### src/rtl/mam_defs_pkg.sv
// Shared definitions for the memory access monitor: permission bit indices,
// FSM state encoding and the 17-bit inclusive range-check helper.
package mam_defs_pkg;

  localparam int unsigned T_RD = 0;
  localparam int unsigned T_WR = 1;
  localparam int unsigned U_RD = 2;
  localparam int unsigned U_WR = 3;

  typedef enum logic {
    RUN  = 1'b0,
    KILL = 1'b1
  } state_t;

  // Inclusive [base, base+size-1] in 17 bits so a region ending at 16'hFFFF
  // cannot wrap; size 0 is an empty region.
  function automatic logic in_range(input logic [15:0] addr,
                                    input logic [15:0] base,
                                    input logic [15:0] size);
    logic [16:0] a;
    logic [16:0] lo;
    logic [16:0] hi;
    a  = {1'b0, addr};
    lo = {1'b0, base};
    hi = {1'b0, base} + {1'b0, size} - 17'd1;
    return (size != 16'h0000) && (a >= lo) && (a <= hi);
  endfunction

endpackage

### src/rtl/mam_region_chk.sv
// Per-region access check: address hit, trusted write allowance and
// permission violation for the current data access.
module mam_region_chk
  import mam_defs_pkg::*;
#(
  parameter logic [15:0] BASE = 16'h0000,
  parameter logic [15:0] SIZE = 16'h0000,
  parameter logic [3:0]  PERM = 4'b0000
) (
  input  logic [15:0] addr,
  input  logic        r_en,
  input  logic        w_en,
  input  logic        trusted,
  output logic        hit,
  output logic        t_wr_ok,
  output logic        viol
);

  logic rd_ok;
  logic wr_ok;

  always_comb begin
    hit     = in_range(addr, BASE, SIZE);
    rd_ok   = trusted ? PERM[T_RD] : PERM[U_RD];
    wr_ok   = trusted ? PERM[T_WR] : PERM[U_WR];
    t_wr_ok = hit & PERM[T_WR];
    viol    = hit & ((r_en & ~rd_ok) | (w_en & ~wr_ok));
  end

endmodule

### src/rtl/mem_access_monitor.sv
// Data access monitor: checks accesses against NREG permission regions,
// requests a sticky core reset on violation and captures the first cause.
module mem_access_monitor
  import mam_defs_pkg::*;
#(
  parameter int unsigned      NREG            = 4,
  parameter logic [15:0]      TCODE_BASE      = 16'hA000,
  parameter logic [15:0]      TCODE_SIZE      = 16'h4000,
  parameter logic [16*NREG-1:0] REG_BASE      = {16'hFEFE, 16'h9000, 16'h8000, 16'h0400},
  parameter logic [16*NREG-1:0] REG_SIZE      = {16'h0040, 16'h001F, 16'h0020, 16'h0C00},
  parameter logic [4*NREG-1:0]  REG_PERM      = {4'b0001, 4'b0111, 4'b1111, 4'b0011},
  parameter bit               TRUSTED_WR_CONF = 1'b1,
  parameter logic [15:0]      RESET_HANDLER   = 16'hFFFE,
  parameter int unsigned      KILL_MIN        = 4,
  parameter int unsigned      CNT_W           = 8
) (
  input  logic             clk,
  input  logic             rst_n,
  input  logic [15:0]      pc,
  input  logic [15:0]      data_addr,
  input  logic             r_en,
  input  logic             w_en,
  output logic             reset,
  output logic [NREG:0]    viol_cause,
  output logic [15:0]      viol_addr,
  output logic [15:0]      viol_pc,
  output logic [CNT_W-1:0] viol_cnt
);

  localparam int unsigned HW = (KILL_MIN > 1) ? $clog2(KILL_MIN) : 1;
  localparam logic [HW-1:0] HOLD_MAX = HW'(KILL_MIN - 1);

  state_t        state;
  state_t        next_state;
  logic [HW-1:0] hold_cnt;

  logic            trusted;
  logic [NREG-1:0] hit;
  logic [NREG-1:0] t_wr_ok;
  logic [NREG-1:0] viol;
  logic            stray;
  logic            violation;
  logic            release_ok;

  // Trusted iff BASE <= pc <= BASE+SIZE-2, written as pc+2 <= BASE+SIZE to stay unsigned.
  always_comb begin
    trusted = ({1'b0, pc} >= {1'b0, TCODE_BASE}) &&
              ({1'b0, pc} + 17'd2 <= {1'b0, TCODE_BASE} + {1'b0, TCODE_SIZE});
  end

  for (genvar g = 0; g < NREG; g++) begin : g_region
    mam_region_chk #(
      .BASE(REG_BASE[16*g +: 16]),
      .SIZE(REG_SIZE[16*g +: 16]),
      .PERM(REG_PERM[4*g +: 4])
    ) u_chk (
      .addr   (data_addr),
      .r_en   (r_en),
      .w_en   (w_en),
      .trusted(trusted),
      .hit    (hit[g]),
      .t_wr_ok(t_wr_ok[g]),
      .viol   (viol[g])
    );
  end

  always_comb begin
    stray      = TRUSTED_WR_CONF & trusted & w_en & ~(|t_wr_ok);
    violation  = (|viol) | stray;
    release_ok = (hold_cnt >= HOLD_MAX) && (pc == RESET_HANDLER) && !violation;
  end

  always_comb begin
    next_state = state;
    case (state)
      RUN:     if (violation)  next_state = KILL;
      KILL:    if (release_ok) next_state = RUN;
      default: next_state = RUN;
    endcase
  end

  always_ff @(posedge clk or negedge rst_n) begin
    if (!rst_n) begin
      state      <= RUN;
      hold_cnt   <= '0;
      viol_cause <= '0;
      viol_addr  <= '0;
      viol_pc    <= '0;
      viol_cnt   <= '0;
    end else begin
      state <= next_state;
      if (state == RUN && violation) begin
        hold_cnt   <= '0;
        viol_cause <= {stray, viol};
        viol_addr  <= data_addr;
        viol_pc    <= pc;
        if (viol_cnt != '1) viol_cnt <= viol_cnt + CNT_W'(1);
      end else if (state == KILL && hold_cnt < HOLD_MAX) begin
        hold_cnt <= hold_cnt + HW'(1);
      end
    end
  end

  assign reset = (state == KILL);

endmodule

### config.mk
export PLATFORM = sky130hd
export DESIGN_NAME = mem_access_monitor
export DESIGN_NICKNAME = d
export VERILOG_FILES = /design/src/rtl/mam_defs_pkg.sv /design/src/rtl/mam_region_chk.sv /design/src/rtl/mem_access_monitor.sv
export SDC_FILE = /design/constraint.sdc
export NUM_CORES = 1
export LEC_CHECK = 0
export CAP_MARGIN = 30
export CORE_ASPECT_RATIO = 0.9
export CORE_MARGIN = 4
export CORE_UTILIZATION = 40
export DETAILED_ROUTE_END_ITERATION = 16
export GPL_ROUTABILITY_DRIVEN = 0
export PLACE_DENSITY = 0.73
export SLEW_MARGIN = 10
export SYNTH_ARGS = -nofsm -noshare
export SYNTH_HDL_FRONTEND = slang
export SYNTH_SLANG_ARGS = --single-unit
### constraint.sdc
create_clock -name clk -period 2.3 [get_ports clk]
set_input_delay 0.46 -clock clk [delete_from_list [all_inputs] [get_ports clk]]
set_output_delay 0.46 -clock clk [all_outputs]
set_load 0.02 [all_outputs]
==> run_results.csv <==
group,metric,value,unit
sta,min_period_over_period,1.051,
global_route,grt_use_total,0.1812,
detailed_routing,met2WireLength,3248,um
critical_path,critPathMaxFanout,5,
finish,nets,342,
critical_path,critPathRequiredTime,2510,ps
critical_path,max_stage_delay,460,ps
sta,setup_violations,38,
synthesis,synth_area_per_cell,12.40,um2
placement,dp_slack,-787.7,ps
global_route,antenna_found_initial,0,
critical_path,endpoint_kind,"flop",
critical_path,critPathTopFamily,"simple AND/OR/NAND/NOR gates",
detailed_routing,drt-initial-drc-count,106,
critical_path,r2r_start,"viol_cnt[2]",
die,dieArea,0.006875,mm2
detailed_routing,met3WireLength,343,um
power_and_ir_drop,power.density,827.7,mW/mm2
die,die_w,86.96,um
critical_path,crit_type,"in2reg",
clocking,tritoncts,"yes",
synthesis,synth_compound_area_frac,0.05964,
min_path,hold_path.class,"in2async",
clocking,clkTransAtPathRegs,90,ps
sta,slew_headroom,0.5975,
synthesis,yosys.area_share.simple,0.1577,
finish,mostFrequentLayoutCells,"clkdlybuf4s50_1, dfrtp_1, buf_4",
sta,rsz0062_at_grt,"true",
synthesis,synthAdderAreaFrac,0.01115,
detailed_routing,drc,0,
clocking,cts_buffers,5,
clocking,cts_max_path_buffers,2,
detailed_routing,wl_met1,2802,um
die,core,0.005349,mm2
die,initial_core_util,0.4196,
synthesis,synth_xor_area_frac,0.03122,
power_and_ir_drop,seqPwrFrac,0.390,
critical_path,cp_cell_sequence,"buf_6, and4_4, a2111o_1, a2111oi_4, or3b_4, nand2_8, buf_6, buf_4, nand3_1, xnor2_1",
detailed_routing,highest-signal-layer,"met4",
finish,fin_cells,372,
detailed_routing,firstDrtPassIters,4,
synthesis,synthArstFlopShare,1.000,
die,die_h,79.07,um
sta,fin_tns_setup,-1394,ps
die,rows,25,
power_and_ir_drop,p_sw_frac,0.3220,
detailed_routing,vias,1903,
power_and_ir_drop,share_comb_of_total_power,0.418,
power_and_ir_drop,clock_power_share,0.193,
power_and_ir_drop,ir_drop,676.8,uV
global_route,grt_max_degree,48,
run_status,status,"complete, but fails checks",
critical_path,path_buf_inv,3,
synthesis,synth_mux_area_frac,0.1839,
critical_path,arrival,2630,ps
detailed_routing,ant_nets,0,
job,cap_violations,0,
finish,final_layout_size_suffix_gt1_frac,0.3934,
synthesis,synth-seq-area-share,0.5240,
synthesis,synth_top_family_by_area,"multiplexers",
global_route,grt_pass1_vias,2001,
run_status,violations,"setup timing",
placement,hpwl,4158,um
sta,tightest_slew,603.7,ps
global_route,grt_pass1_wl,9770,um
power_and_ir_drop,p_switching,1.016,mW
synthesis,synth-main-ff-cell,"dfrtp_1",
sta,min_period,2417,ps
synthesis,syn_inst,181,
finish,layout_commonest_cell,"clkdlybuf4s50_1",
critical_path,critPathLaunch,"data_addr[1]",
power_and_ir_drop,power.leakage,1.789,nW
synthesis,syn-num-nets,219,
power_and_ir_drop,design_power_total,3.156,mW
detailed_routing,routed_wirelength,6512,um
detailed_routing,routed_via_density,5.116,
synthesis,synth_edf_count,0,
sta,drv_slew,0,
clocking,clock-sinks,47,
clocking,cts_max_level,2,
sta,fin_skew,6.639,ps
clocking,clock_latency,300,ps
synthesis,ys_warn_count,0,
synthesis,ys_seq_elements,47,
critical_path,cp_slowest_cell,"or3b_4",
critical_path,worstSetupStartpointType,"input pin",
placement,place_inst,351,
global_route,grt-ovfl-total,0,
synthesis,synthDistinctLibCells,46,
clocking,root_buffer,"clkbuf_8",
die,top_level_ports,82,
detailed_routing,wl_per_cell,17.51,um
sta,fin_ws,-116.8,ps
sta,finalHoldViolations,0,
finish,syn_to_final_growth,69.84,%
synthesis,syn_area,0.002245,mm2
finish,antenna_cells,0,
power_and_ir_drop,power.internal,2.139,mW
sta,fmaxAchievable,413.8,MHz
critical_path,crit_path_frequent_cell,"buf_6",
placement,numPortBuffers,80,
==> path summary, 6_finish.rpt <==
path	slack, ps	depth (start not counted)	endpoint
min in group clk	380	2	viol_addr[2]
min	250	2	viol_pc[7]
max	-120	10	viol_cnt[7]
min reg2reg	510	1	viol_cnt[5]
max reg2reg	480	5	viol_cnt[1]
max in group asynchronous	1640	2	viol_addr[5]
==> layout make-up <==
cell class,instances,area [um2]
Clock inverter,3,46.29
Tap cell,67,83.83
Timing Repair Buffer,122,1191
Inverter,2,7.507
Fill cell,332,1536
Sequential cell,47,1176
Clock buffer,5,68.82
Multi-Input combinational cell,126,1239
==> state kept, by name, indices dropped and copies added, names as in the netlist <==
| name | cells |
|---|---|
| viol_cause | 4 |
| hold_cnt | 2 |
| reset | 1 |
| viol_pc | 16 |
| viol_cnt | 8 |
| viol_addr | 16 |
==> per-stage QoR <==
stage            util  hold WS (ps)  cell area, um2
2_1_floorplan       -         164.4            2263
3_3_place_gp   0.6192         479.3            3312
3_5_place_dp   0.6192         490.6            3312
4_1_cts        0.6798         259.7            3636
5_1_grt        0.7127         300.6            3812
6_report       0.7127         251.4            3812
==> synthesized netlist by cell type (2+ instances only) <==
master,number,area share
dfrtp_1,47,0.52
mux2_2,29,0.15
nand2_1,18,0.030
nand3_1,10,0.022
xnor2_1,7,0.027
nand4_1,6,0.017
nor2_1,6,0.010
mux2_1,5,0.025
o21ai_0,4,0.0089
buf_4,3,0.010
nand3_2,3,0.013
a21oi_1,2,0.0045
and2_1,2,0.0056
and3_1,2,0.0056
ha_1,2,0.011
inv_1,2,0.0033
mux2_4,2,0.013
nor3_1,2,0.0045
or4_1,2,0.0067
==> power by group through the flow <==
stage | clock (mW) | sequential [mW] | combinational, mW
floorplan | 0 | 1.49 | 0.329
global route | 0.654 | 1.26 | 1.40
finish | 0.608 | 1.23 | 1.32
detailed placement | 0 | 1.24 | 1.23
CTS | 0.629 | 1.23 | 1.30
global placement | 0 | 1.23 | 1.21
==> routing by layer <==
layer  track usage  up-vias
met1        0.2443      932
met3       0.04564       10
met4       0.05919        0
met2        0.2845       60
li1              -      901
met5             0        -
==> cells by family (layout without fill, tap and decap cells) <==
kind of cell | Yosys count | after routing
xor gates and xnor gates | 8 | 8
adders and majority gates | 2 | 2
and+or+nand+nor | 62 | 62
other | 1 | 1
AOI/OAI and AO/OA | 17 | 17
DFF | 47 | 47
muxes | 36 | 36
buffers and inverters | 8 | 132
==> what timing repair did <==
action,4_1_cts,5_1_grt
resized for setup,64,52
pin swaps,10,18
endpoints found under the setup margin,47,46
buffers inserted,5,6
cloned,1,1
hold buffers,0,0
(Power assumes the default switching activity.)
